### src/rtl/mxalu11u_issuer.sv
// Sequential front end for the MX 1-byte unsigned ALU: registers a request,
// holds the ALU selected for SETTLE cycles, captures and returns the result.
module mxalu11u_issuer #(
   parameter int unsigned SETTLE = 1
) (
   input  logic       clk,
   input  logic       rst_n,
   input  logic       req_valid,
   output logic       req_ready,
   input  logic [3:0] req_opcode,
   input  logic [7:0] req_a,
   input  logic [7:0] req_b,
   output logic       rsp_valid,
   input  logic       rsp_ready,
   output logic [7:0] rsp_f,
   output logic       rsp_x,
   output logic       rsp_y,
   output logic [4:0] rsp_flags,
   output logic [3:0] alu_opcode,
   output logic [7:0] alu_a,
   output logic [7:0] alu_b,
   output logic       alu_cs_n,
   input  logic [7:0] alu_f,
   input  logic       alu_x,
   input  logic       alu_y,
   input  logic [4:0] alu_flags,
   output logic       busy,
   output logic [7:0] op_count
);

   typedef enum logic [1:0] {
      IDLE,
      EXEC,
      RESP
   } state_t;

   localparam logic [3:0] CNT_INIT = 4'(SETTLE - 1);

   state_t     state;
   logic [3:0] cnt;
   logic       accept;

   // A waiting request may ride the response handshake straight into EXEC
   assign req_ready = (state == IDLE) || (state == RESP && rsp_ready);
   assign accept    = req_valid && req_ready;

   always_ff @(posedge clk or negedge rst_n) begin
      if (!rst_n) begin
         state      <= IDLE;
         cnt        <= '0;
         rsp_valid  <= 1'b0;
         rsp_f      <= '0;
         rsp_x      <= 1'b0;
         rsp_y      <= 1'b0;
         rsp_flags  <= '0;
         alu_opcode <= '0;
         alu_a      <= '0;
         alu_b      <= '0;
         alu_cs_n   <= 1'b1;
         busy       <= 1'b0;
         op_count   <= '0;
      end else begin
         case (state)
            IDLE: begin
               if (accept) begin
                  alu_opcode <= req_opcode;
                  alu_a      <= req_a;
                  alu_b      <= req_b;
                  cnt        <= CNT_INIT;
                  alu_cs_n   <= 1'b0;
                  busy       <= 1'b1;
                  state      <= EXEC;
               end
            end
            EXEC: begin
               if (cnt == 4'd0) begin
                  rsp_f     <= alu_f;
                  rsp_x     <= alu_x;
                  rsp_y     <= alu_y;
                  rsp_flags <= alu_flags;
                  rsp_valid <= 1'b1;
                  alu_cs_n  <= 1'b1;
                  state     <= RESP;
               end else begin
                  cnt <= cnt - 4'd1;
               end
            end
            RESP: begin
               if (rsp_ready) begin
                  op_count  <= op_count + 8'd1;
                  rsp_valid <= 1'b0;
                  if (accept) begin
                     alu_opcode <= req_opcode;
                     alu_a      <= req_a;
                     alu_b      <= req_b;
                     cnt        <= CNT_INIT;
                     alu_cs_n   <= 1'b0;
                     state      <= EXEC;
                  end else begin
                     busy  <= 1'b0;
                     state <= IDLE;
                  end
               end
            end
            default: begin
               state    <= IDLE;
               busy     <= 1'b0;
               alu_cs_n <= 1'b1;
            end
         endcase
      end
   end

endmodule

### config.mk
export PLATFORM = sky130hd
export DESIGN_NAME = mxalu11u_issuer
export DESIGN_NICKNAME = d
export VERILOG_FILES = /design/src/rtl/mxalu11u_issuer.sv
export SDC_FILE = /design/constraint.sdc
export NUM_CORES = 1
export LEC_CHECK = 0
export ABC_AREA = 1
export CAP_MARGIN = 15
export CORE_MARGIN = 2
export CORE_UTILIZATION = 44
export DETAILED_ROUTE_END_ITERATION = 10
export GPL_ROUTABILITY_DRIVEN = 0
export PLACE_DENSITY = 0.91
export SLEW_MARGIN = 20
export SYNTH_ARGS = -nofsm -noshare
export SYNTH_HDL_FRONTEND = slang
export SYNTH_SLANG_ARGS = --single-unit
### constraint.sdc
create_clock -name clk -period 1.3 [get_ports clk]
set_input_delay 0.325 -clock clk [delete_from_list [all_inputs] [get_ports clk]]
set_output_delay 0.325 -clock clk [all_outputs]
set_load 0.02 [all_outputs]
# After elaboration in Yosys (flattened, before gate mapping)
# Cells that the tools add are included.
# totals
register_bits	52
inputBits	39
output_inout_bits	47
wordCells	67
# op_classes
n_addsub	2
n_eq_ne	7
n_mux	28
bitwise	1
n_reduce_logical	16
# op_table
operator	count
2-to-1 mux 8 bit	4
case mux 8 bit (2 select lines)	2
2-to-1 mux 4 bit	5
case mux 4 bit (3 select lines)	1
inequality test 2 bit, second input constant	5
AND reduction 3 bit	3
adder 8 x 1 -> 8 bit, second input constant	1
2-to-1 mux 1 bit	8
case mux 4 bit (2 select lines)	1
AND reduction 2 bit	4
2-to-1 mux 2 bit	3
case mux 1 bit (3 select lines)	2
case mux 2 bit (3 select lines)	1
logical NOT 4 bit	1
AND reduction 4 bit	1
nonzero test 2 bit	2
subtractor 4 x 1 -> 4 bit, second input constant	1
nonzero test 3 bit	1
== test 2 x 1 -> 1 bit, second input constant	1
== test 2 bit, second input constant	1
logical AND 1 bit	2
logical NOT 2 bit	1
case mux 1 bit (2 select lines)	1
logical OR 1 bit	1
inverter 1 bit	1

# Depth between registers and ports, before layout
# Gate-level depths: netlist of run 1.
# logic_depth
word_depth	7
mapped_depth	7
depth_no_buf	7

# Least setup slack after synthesis of run 1
# No wires, ideal clock.
# synth_timing
path_kind	reg2reg
startpoint	register op_count[0]
endpoint	register op_count[6]
setup_ns	0.118
arrival_ns	1.120
required_time_ns	1.182
path_slack_ns	0.062
path_stages_with_launch	7
path_buffers	0
cell_sequence	dfrtp_1 -> ha_1 -> nand3_1 -> nor2_1 -> nand3_1 -> nand2_1 -> nand2_1
# synth_via
elab_chain_len	1
# synth_rtl
element	line	rtl
start: declaration	28	output logic [7:0] op_count
start signal: assignment	90	op_count <= op_count + 8'd1;
adder 8 x 1 -> 8 bit	90	
# No other way between the ends.
# A chain may end at the register's enable or synchronous reset.

# Final worst setup path of run 1
# layout_timing
startpoint	register state[1]
endpoint	output port req_ready
# layout_via
elab_chain_len	3
word_cells_on_any_way	4
cone_classes	1 x eq/ne; 3 x reduce/logical
# layout_rtl
element	line	rtl
start: declaration	39	state_t state;
start signal: assignment	49	state <= IDLE;
start signal: assignment	72	state <= EXEC;
start signal: assignment	83	state <= RESP;
== test 2 bit	44	assign req_ready = (state == IDLE) || (state == RESP && rsp_ready);
logical AND 1 bit	44	
logical OR 1 bit *	44	
end: declaration	9	output logic req_ready,
# Mark *: on every way between the ends. The rest lies on a longest branch, timed or not.

==> impl_results.html, run 1 <==
<table>
<tr><th>Metric</th><th>Value</th></tr>
<tr><th colspan="2">Clock network</th></tr>
<tr><td>Max Root-Sink Buffers</td><td>2</td></tr>
<tr><td>Number of H-tree levels</td><td>2</td></tr>
<tr><td>Number of buffers added by the clock tree synthesis step</td><td>5</td></tr>
<tr><td>Latest clock arrival within the worst-skew pair</td><td>roughly 0.30 ns</td></tr>
<tr><td>CTS sink count</td><td>52</td></tr>
<tr><td>Clk root buf</td><td>sky130_fd_sc_hd__clkbuf_8</td></tr>
<tr><td>Clock-pin transition on the worst setup and hold timing paths</td><td>roughly 0.09 ns</td></tr>
<tr><td>CTS tree</td><td>built</td></tr>
<tr><th colspan="2">Yosys</th></tr>
<tr><td>Share of synthesized area occupied by flip-flops and latches</td><td>between 50% and 60%</td></tr>
<tr><td>Leading post-synthesis cells by instance count</td><td>sky130_fd_sc_hd__nand2_1 (84), sky130_fd_sc_hd__dfrtp_1 (51), sky130_fd_sc_hd__nand3_1 (26), sky130_fd_sc_hd__inv_1 (22), sky130_fd_sc_hd__o21ai_2 (15)</td></tr>
<tr><td>Seq cells post-synth</td><td>52</td></tr>
<tr><td>Number of library cell types mapped by synthesis</td><td>26</td></tr>
<tr><td>Largest area contributor in the netlist</td><td>sky130_fd_sc_hd__dfrtp_1</td></tr>
<tr><td>Cell area after synthesis</td><td>~2300 µm²</td></tr>
<tr><td>Number of instances in the synthesized netlist</td><td>between 200 and 250</td></tr>
<tr><td>Leading register cell type out of synthesis</td><td>sky130_fd_sc_hd__dfrtp_1</td></tr>
<tr><td>Async S/R FF share, synth</td><td>100%</td></tr>
<tr><td>Most frequent cell after synthesis</td><td>sky130_fd_sc_hd__nand2_1</td></tr>
<tr><td>Count of flip-flops with a built-in enable after synthesis</td><td>0</td></tr>
<tr><td>Share of Yosys cell area claimed by the top area cell type</td><td>around 55%</td></tr>
<tr><td>Biggest area contributors in the synthesized netlist</td><td>sky130_fd_sc_hd__dfrtp_1 (55%), sky130_fd_sc_hd__nand2_1 (14%), sky130_fd_sc_hd__o21ai_2 (5.7%), sky130_fd_sc_hd__nand3_1 (5.6%), sky130_fd_sc_hd__inv_1 (3.6%)</td></tr>
<tr><td>Post-synth net total</td><td>about 290</td></tr>
<tr><td>Synth Area per Inst</td><td>~9.4 µm²</td></tr>
<tr><td>Yosys warnings</td><td>0</td></tr>
<tr><th colspan="2">Critical path</th></tr>
<tr><td>Longest individual stage delay on the worst path</td><td>between 0.4 and 0.5 ns</td></tr>
<tr><td>Worst-path cell chain</td><td>a21oi_4 -&gt; buf_6</td></tr>
<tr><td>Startpoint-to-endpoint class of the critical path</td><td>reg2out</td></tr>
<tr><td>Worst setup EP type</td><td>output port</td></tr>
<tr><td>Worst Path Required</td><td>0.98 ns</td></tr>
<tr><td>Peak fanout along the critical path</td><td>2</td></tr>
<tr><td>Worst path buffer plus inverter count</td><td>1</td></tr>
<tr><td>Arrival @ worst endpoint</td><td>around 1 ns</td></tr>
<tr><td>Critical path startpoint category</td><td>register</td></tr>
<tr><td>Max stage delay cell, worst path</td><td>sky130_fd_sc_hd__dfrtp_1</td></tr>
<tr><td>Delay-heaviest family, CP</td><td>flip-flops</td></tr>
<tr><th colspan="2">Cells and area</th></tr>
<tr><td>Design Area, Final</td><td>~3400 µm²</td></tr>
<tr><td>Combined area of the multi-input logic cells</td><td>just under 900 µm²</td></tr>
<tr><td>Post-layout nets</td><td>between 300 and 400</td></tr>
<tr><td>Area used by sequential logic in the layout</td><td>about 1300 µm²</td></tr>
<tr><td>Fraction of final layout cells with drive strength greater than 1</td><td>about a third</td></tr>
<tr><td>Number of antenna diodes</td><td>0</td></tr>
<tr><td>Fill cell total of the finished layout</td><td>436</td></tr>
<tr><td>Post-synthesis to final-layout area growth</td><td>44.6%</td></tr>
<tr><th colspan="2">Place</th></tr>
<tr><td>Placed cell area</td><td>3390 µm²</td></tr>
<tr><td>Buffers added on ports</td><td>85</td></tr>
<tr><td>Detailed Place HPWL</td><td>~4200 µm</td></tr>
<tr><th colspan="2">GRT</th></tr>
<tr><td>Antenna violations before repair</td><td>0</td></tr>
<tr><td>Met2 usage</td><td>35.0%</td></tr>
<tr><td>First-pass GRT wire length</td><td>around 9400 µm</td></tr>
<tr><td>Met3 track demand over resource</td><td>5.41%</td></tr>
<tr><td>Number of global-route vias before repair</td><td>2,085</td></tr>
<tr><td>Most heavily used metal layer in global routing</td><td>met2</td></tr>
<tr><td>Total track usage</td><td>between 10% and 20%</td></tr>
<tr><td>Routing usage on met1</td><td>a little under a quarter</td></tr>
<tr><td>Largest net degree at the start of global routing</td><td>26</td></tr>
<tr><td>Total overflow reported by the global router</td><td>0</td></tr>
<tr><th colspan="2">Pwr</th></tr>
<tr><td>Relative contribution of combinational cells to total power</td><td>a little over half</td></tr>
<tr><td>Standby leakage power</td><td>1.75 nW</td></tr>
<tr><td>Total power</td><td>7.52 mW</td></tr>
<tr><td>Switching Share</td><td>between 40% and 50%</td></tr>
<tr><td>Portion of total power attributed to the clock network</td><td>11.4%</td></tr>
<tr><td>Peak ir drop on the vdd network</td><td>0.00107 V</td></tr>
<tr><td>Cell area power density</td><td>around 2200 nW/µm²</td></tr>
<tr><td>Sequential fraction of design power</td><td>a little over a third</td></tr>
<tr><td>Internal Dissipation</td><td>~4.3 mW</td></tr>
<tr><td>Net switching power</td><td>between 3 and 4 mW</td></tr>
<tr><th colspan="2">STA</th></tr>
<tr><td>Worst Skew</td><td>0.00231 ns</td></tr>
<tr><td>Final count of hold timing violations</td><td>0</td></tr>
<tr><td>Final-layout setup total negative slack</td><td>-0.111 ns</td></tr>
<tr><td>Slew at the pin closest to its max-slew limit</td><td>roughly 0.32 ns</td></tr>
<tr><td>Final period utilization</td><td>103%</td></tr>
<tr><td>Post-layout worst setup margin</td><td>-0.0438 ns</td></tr>
<tr><td>Smallest hold slack</td><td>around 0.44 ns</td></tr>
<tr><td>Unrepaired setup endpoints after global routing</td><td>true</td></tr>
<tr><td>Number of slew-limit violations in the final report</td><td>0</td></tr>
<tr><td>Max-Slew Margin vs Limit</td><td>about four fifths</td></tr>
<tr><td>Achievable clock frequency</td><td>between 700 and 800 MHz</td></tr>
<tr><td>Minimum clock period after layout</td><td>around 1.3 ns</td></tr>
<tr><td>Setup violators final</td><td>8</td></tr>
<tr><th colspan="2">Run status</th></tr>
<tr><td>Result of the run</td><td>finished, violations left</td></tr>
<tr><td>Violations in the final reports</td><td>setup timing</td></tr>
<tr><th colspan="2">Routing</th></tr>
<tr><td>Vias per Instance</td><td>~4.7</td></tr>
<tr><td>Drt first pass iters</td><td>4</td></tr>
<tr><td>Count of routing violations after the opening detailed-route iteration</td><td>96</td></tr>
<tr><td>Residual DRC</td><td>0</td></tr>
<tr><td>Routed wirelength normalized by instance count</td><td>13.2 µm</td></tr>
<tr><td>Routed WL</td><td>5620 µm</td></tr>
<tr><td>Routed via count</td><td>~2,000</td></tr>
<tr><td>Number of nets still failing antenna checks after routing</td><td>0</td></tr>
<tr><th colspan="2">Die</th></tr>
<tr><td>Area inside the core boundary</td><td>~5000 µm²</td></tr>
<tr><td>Die area</td><td>5880 µm²</td></tr>
<tr><td>Horizontal extent of the die</td><td>between 70 and 80 µm</td></tr>
<tr><td>Height of the die</td><td>~77 µm</td></tr>
<tr><td>Starting Density</td><td>a little under half</td></tr>
<tr><td>I/O pin count</td><td>86</td></tr>
<tr><td>Number of placement rows</td><td>26</td></tr>
<tr><th colspan="2">Hold path</th></tr>
<tr><td>Worst min-delay path class</td><td>in2async</td></tr>
<tr><th colspan="2">Flow run</th></tr>
<tr><td>Max-capacitance violation count</td><td>0</td></tr>
</table>
==> layer usage <==
layer  up-vias  part of all wire, %
met2        67                   51
met3        17                  5.3
met5         -                    0
met1       946                   41
met4         0                  3.0
li1        992                    -
==> metrics by stage <==
step           setup WS (ns)  cells  utilization [%]
2_1_floorplan         0.0622    246                -
3_3_place_gp          -0.642    416             66.4
3_5_place_dp          -0.639    416             66.4
4_1_cts              -0.0387    424             69.2
5_1_grt               -0.102    426             65.8
6_report             -0.0438    426             65.8
==> registers in the layout, summed over array words and instances, names as in the netlist <==
name,flops
alu_b,8
op_count,8
rsp_flags,5
alu_a,8
state,2
rsp_valid,1
alu_opcode,4
rsp_x,1
alu_cs_n,1
rsp_y,1
cnt,4
busy,1
rsp_f,8
==> power by group through the flow <==
stage / clock [mW] / combinational [mW] / sequential (mW)
after floorplan: 0 / 1.60 / 3.52
after global placement: 0 / 4.17 / 2.74
after detailed placement: 0 / 4.33 / 2.76
after CTS: 0.886 / 4.17 / 2.74
after global routing: 0.950 / 4.29 / 2.81
final: 0.859 / 3.93 / 2.72
==> what timing repair did <==
item,in CTS,in global routing
hold buffers,1,0
setup endpoints to repair,77,82
resized for setup,150,44
pin swaps,1,1
gates cloned,0,1
endpoints found under the hold margin,9,0
buffers inserted,0,1
==> area by class of cell <==
class                      count  area share (%)
tap                           70            2.61
timing repair buffer         112            27.5
clock buffer                   5            2.05
inverter                      25            2.79
multi-input combinational    160            25.9
sequential                    52            38.8
clock inverter                 2           0.373
==> final timing paths <==
check	from	endpoint	slack [ns]	depth (start not counted)
min	rst_n	rsp_y	0.44	2
max in group asynchronous	rst_n	alu_opcode[1]	0.41	3
max reg2reg	state[1]	rsp_f[2]	-0.02	8
min reg2reg	alu_b[0]	alu_b[0]	0.47	2
max	state[1]	req_ready	-0.04	2
min in group clk	alu_b[0]	alu_b[0]	0.47	2
==> cell usage in the layout (no fill, tap or decap), types with 3 or more instances in the layout <==
cell | Yosys | layout
sky130_fd_sc_hd__nand2_2 | 4 | 4
sky130_fd_sc_hd__inv_1 | 22 | 21
sky130_fd_sc_hd__nand3b_1 | 3 | 3
sky130_fd_sc_hd__clkbuf_8 | 0 | 5
sky130_fd_sc_hd__inv_2 | 3 | 4
sky130_fd_sc_hd__buf_4 | 2 | 21
sky130_fd_sc_hd__buf_2 | 0 | 38
sky130_fd_sc_hd__xnor2_1 | 3 | 3
sky130_fd_sc_hd__nand2_1 | 84 | 84
sky130_fd_sc_hd__buf_12 | 0 | 3
sky130_fd_sc_hd__o21ai_2 | 15 | 15
sky130_fd_sc_hd__clkdlybuf4s50_1 | 0 | 36
sky130_fd_sc_hd__nand3_1 | 26 | 25
sky130_fd_sc_hd__buf_6 | 4 | 3
sky130_fd_sc_hd__clkdlybuf4s15_2 | 0 | 6
sky130_fd_sc_hd__nor2_1 | 8 | 7
sky130_fd_sc_hd__dfrtp_1 | 51 | 51
==> worst register-to-register path, delay by kind of cell (launching register included) <==
kind	cells	cell delay [ns]
and+or+nand+nor	3	0.26
buffers and inverters	4	0.48
DFF	1	0.42
AOI/OAI and AO/OA	1	0.06
==> cell families after synthesis <==
logic type	synth area share, %
simple gates	25.3
flops	56.1
buf+inv	7.60
compound gates	8.08
xor+xnor	1.89
fa+ha+maj	1.08
Power figures use the tool's default switching activity.
==> inputs of run 2 (changes only) <==
--- a/config.mk
+++ b/config.mk
@@ -6,13 +6,12 @@
 export NUM_CORES = 1
 export LEC_CHECK = 0
 export ABC_AREA = 1
-export CAP_MARGIN = 15
 export CORE_MARGIN = 2
 export CORE_UTILIZATION = 44
 export DETAILED_ROUTE_END_ITERATION = 10
 export GPL_ROUTABILITY_DRIVEN = 0
 export PLACE_DENSITY = 0.91
-export SLEW_MARGIN = 20
+export RECOVER_POWER = 50
 export SYNTH_ARGS = -nofsm -noshare
 export SYNTH_HDL_FRONTEND = slang
 export SYNTH_SLANG_ARGS = --single-unit
==> impl_results.html, run 2 (same netlist as run 1, synthesis figures left out) <==
<table>
<tr><th>Metric</th><th>Value</th></tr>
<tr><th colspan="2">STA</th></tr>
<tr><td>Slew at the pin closest to its max-slew limit</td><td>0.757 ns</td></tr>
<tr><td>Max-Slew Margin vs Limit</td><td>49.5%</td></tr>
<tr><td>Final count of hold timing violations</td><td>0</td></tr>
<tr><td>Number of slew-limit violations in the final report</td><td>0</td></tr>
<tr><td>Final period utilization</td><td>103%</td></tr>
<tr><td>Minimum clock period after layout</td><td>around 1.3 ns</td></tr>
<tr><td>Achievable clock frequency</td><td>approximately 740 MHz</td></tr>
<tr><td>Unrepaired setup endpoints after global routing</td><td>true</td></tr>
<tr><td>Worst Skew</td><td>between 0.002 and 0.003 ns</td></tr>
<tr><td>Post-layout worst setup margin</td><td>-0.0439 ns</td></tr>
<tr><td>Setup violators final</td><td>8</td></tr>
<tr><td>Smallest hold slack</td><td>roughly 0.47 ns</td></tr>
<tr><th colspan="2">Pwr</th></tr>
<tr><td>Sequential fraction of design power</td><td>between 30% and 40%</td></tr>
<tr><td>Internal Dissipation</td><td>between 4 and 5 mW</td></tr>
<tr><td>Switching Share</td><td>around 43%</td></tr>
<tr><td>Net switching power</td><td>between 3 and 4 mW</td></tr>
<tr><td>Relative contribution of combinational cells to total power</td><td>52.3%</td></tr>
<tr><td>Cell area power density</td><td>around 2200 nW/µm²</td></tr>
<tr><td>Standby leakage power</td><td>~1.7 nW</td></tr>
<tr><td>Peak ir drop on the vdd network</td><td>around 0.0011 V</td></tr>
<tr><td>Portion of total power attributed to the clock network</td><td>11.5%</td></tr>
<tr><th colspan="2">Clock network</th></tr>
<tr><td>CTS tree</td><td>built</td></tr>
<tr><td>Clock-pin transition on the worst setup and hold timing paths</td><td>about 0.09 ns</td></tr>
<tr><td>Clk root buf</td><td>sky130_fd_sc_hd__clkbuf_8</td></tr>
<tr><td>Number of H-tree levels</td><td>2</td></tr>
<tr><td>Number of buffers added by the clock tree synthesis step</td><td>5</td></tr>
<tr><td>Latest clock arrival within the worst-skew pair</td><td>0.30 ns</td></tr>
<tr><td>CTS sink count</td><td>52</td></tr>
<tr><td>Max Root-Sink Buffers</td><td>2</td></tr>
<tr><th colspan="2">GRT</th></tr>
<tr><td>Antenna violations before repair</td><td>0</td></tr>
<tr><td>Largest net degree at the start of global routing</td><td>26</td></tr>
<tr><td>First-pass GRT wire length</td><td>between 9000 and 10,000 µm</td></tr>
<tr><td>Total track usage</td><td>around 20%</td></tr>
<tr><td>Total overflow reported by the global router</td><td>0</td></tr>
<tr><td>Number of global-route vias before repair</td><td>2,085</td></tr>
<tr><th colspan="2">Die</th></tr>
<tr><td>Starting Density</td><td>a little under half</td></tr>
<tr><td>Die area</td><td>between 5000 and 6000 µm²</td></tr>
<tr><td>I/O pin count</td><td>86</td></tr>
<tr><td>Number of placement rows</td><td>26</td></tr>
<tr><td>Height of the die</td><td>roughly 77 µm</td></tr>
<tr><td>Horizontal extent of the die</td><td>between 70 and 80 µm</td></tr>
<tr><td>Area inside the core boundary</td><td>5110 µm²</td></tr>
<tr><th colspan="2">Place</th></tr>
<tr><td>Placed cell area</td><td>3390 µm²</td></tr>
<tr><td>Detailed Place HPWL</td><td>~4200 µm</td></tr>
<tr><td>Instance count after placement with tap cells included</td><td>~420</td></tr>
<tr><td>Buffers added on ports</td><td>85</td></tr>
<tr><th colspan="2">Run status</th></tr>
<tr><td>Violations in the final reports</td><td>setup timing</td></tr>
<tr><td>Result of the run</td><td>finished, violations left</td></tr>
<tr><th colspan="2">Routing</th></tr>
<tr><td>Drt first pass iters</td><td>4</td></tr>
<tr><td>Vias per Instance</td><td>about 4.8</td></tr>
<tr><td>Routed via count</td><td>between 2,000 and 2,500</td></tr>
<tr><td>Count of routing violations after the opening detailed-route iteration</td><td>96</td></tr>
<tr><td>Routed wirelength normalized by instance count</td><td>roughly 13 µm</td></tr>
<tr><td>Number of nets still failing antenna checks after routing</td><td>0</td></tr>
<tr><td>Residual DRC</td><td>0</td></tr>
<tr><td>Routed WL</td><td>5620 µm</td></tr>
<tr><th colspan="2">Critical path</th></tr>
<tr><td>Startpoint-to-endpoint class of the critical path</td><td>reg2out</td></tr>
<tr><td>Longest individual stage delay on the worst path</td><td>between 0.4 and 0.5 ns</td></tr>
<tr><td>Critical path startpoint category</td><td>register</td></tr>
<tr><td>Arrival @ worst endpoint</td><td>between 1 and 1.5 ns</td></tr>
<tr><td>Worst Path Required</td><td>around 0.98 ns</td></tr>
<tr><td>Worst setup EP type</td><td>output port</td></tr>
<tr><td>Delay-heaviest family, CP</td><td>flip-flops</td></tr>
<tr><td>Peak fanout along the critical path</td><td>2</td></tr>
<tr><td>Worst-path cell chain</td><td>a21oi_4 -&gt; buf_6</td></tr>
<tr><td>Worst path buffer plus inverter count</td><td>1</td></tr>
<tr><td>Max stage delay cell, worst path</td><td>sky130_fd_sc_hd__dfrtp_1</td></tr>
<tr><th colspan="2">Cells and area</th></tr>
<tr><td>Number of antenna diodes</td><td>0</td></tr>
<tr><td>Area used by sequential logic in the layout</td><td>between 1000 and 1500 µm²</td></tr>
<tr><td>Fraction of final layout cells with drive strength greater than 1</td><td>30.9%</td></tr>
<tr><td>Number of cells in the finished layout apart from fillers</td><td>roughly 430</td></tr>
<tr><td>Combined area of the multi-input logic cells</td><td>a little under 900 µm²</td></tr>
<tr><td>Post-layout nets</td><td>just under 400</td></tr>
<tr><td>Highest-count cells in the layout ignoring fill and taps</td><td>sky130_fd_sc_hd__nand2_1 (84), sky130_fd_sc_hd__dfrtp_1 (51), sky130_fd_sc_hd__clkdlybuf4s50_1 (35)</td></tr>
<tr><td>Fill cell total of the finished layout</td><td>440</td></tr>
<tr><td>Most common library cell in the layout ignoring fill and taps</td><td>sky130_fd_sc_hd__nand2_1</td></tr>
<tr><td>Post-synthesis to final-layout area growth</td><td>44.3%</td></tr>
<tr><td>Design Area, Final</td><td>3350 µm²</td></tr>
<tr><th colspan="2">Flow run</th></tr>
<tr><td>Max-capacitance violation count</td><td>0</td></tr>
<tr><th colspan="2">Hold path</th></tr>
<tr><td>Worst min-delay path class</td><td>reg2reg</td></tr>
</table>
## run 2: changes by cell type in the layout (fill, tap and decap cells not counted), sizes merged
| cell | before | now |
|---|---|---|
| dlygate4sd3 | 1 | 2 |
| clkdlybuf4s50 | 36 | 35 |
| buf | 65 | 60 |
| clkbuf | 8 | 13 |
## run 2: power by group through the flow
stage | registers [mW] | clock network (mW) | logic (mW)
after CTS | 2.74 | 0.886 | 4.17
after floorplan | 3.52 | 0 | 1.60
after global placement | 2.74 | 0 | 4.17
final | 2.72 | 0.860 | 3.92
after global routing | 2.81 | 0.950 | 4.28
after detailed placement | 2.76 | 0 | 4.33
## run 2: worst paths after layout
kind | end | slack, ns | start | depth (start not counted)
max | req_ready | -0.04 | state[1] | 2
min | alu_a[1] | 0.47 | alu_a[1] | 2
max reg2reg | rsp_f[2] | -0.02 | state[1] | 8
min reg2reg | alu_a[1] | 0.47 | alu_a[1] | 2
max in group asynchronous | alu_opcode[1] | 0.08 | rst_n | 3
min in group asynchronous | rsp_y | 0.60 | rst_n | 2
## run 2: layer usage
metal  vias to the layer above  global-route usage [%]  share of wire, %  routed length, µm
met3                        17                    5.41               5.5                311
met5                         -                       0                 0                  0
li1                        992                       -                 -                  -
met2                        73                    35.0                51               2850
met1                       943                    22.8                41               2290
met4                         0                    8.18               3.0                167
## run 2: cell type report
cell class | instances | area share [%]
clock inverters | 2 | 0.373
inverters | 25 | 2.80
repair buffers | 112 | 27.3
clock buffers | 5 | 2.05
well taps | 70 | 2.61
multi-input cells | 160 | 26.0
flip-flops and latches | 52 | 38.9
## run 2: timing repair
item,4_1_cts,5_1_grt
setup buffers,0,1
cloned,0,1
setup endpoints to repair,77,82
resized for setup,150,44
pin swaps,1,1
hold buffers,1,0
hold endpoints to repair,9,0
## run 2: worst reg2reg max path: stages (launching register included)
cell and delay [ns]:
sky130_fd_sc_hd__dfrtp_1 0.42, sky130_fd_sc_hd__buf_4 0.17, sky130_fd_sc_hd__inv_2 0.05, sky130_fd_sc_hd__nand2_1 0.06, sky130_fd_sc_hd__inv_2 0.08, sky130_fd_sc_hd__nand3_4 0.12, sky130_fd_sc_hd__buf_12 0.18, sky130_fd_sc_hd__nand2_1 0.08
sky130_fd_sc_hd__o21ai_2 0.06
## run 2: stage by stage
| step | power (mW) | util (%) | setup WS (ns) | TNS [ns] |
|---|---|---|---|---|
| 6_report | 7.51 | 65.6 | -0.0439 | -0.103 |
| 5_1_grt | 8.04 | 65.6 | -0.102 | -2.52 |
| 4_1_cts | 7.80 | 69.2 | -0.0387 | -0.147 |
| 3_5_place_dp | 7.09 | 66.4 | -0.639 | -14.02 |
| 3_3_place_gp | 6.91 | 66.4 | -0.642 | -13.24 |
| 2_1_floorplan | 5.12 | - | 0.0622 | 0 |
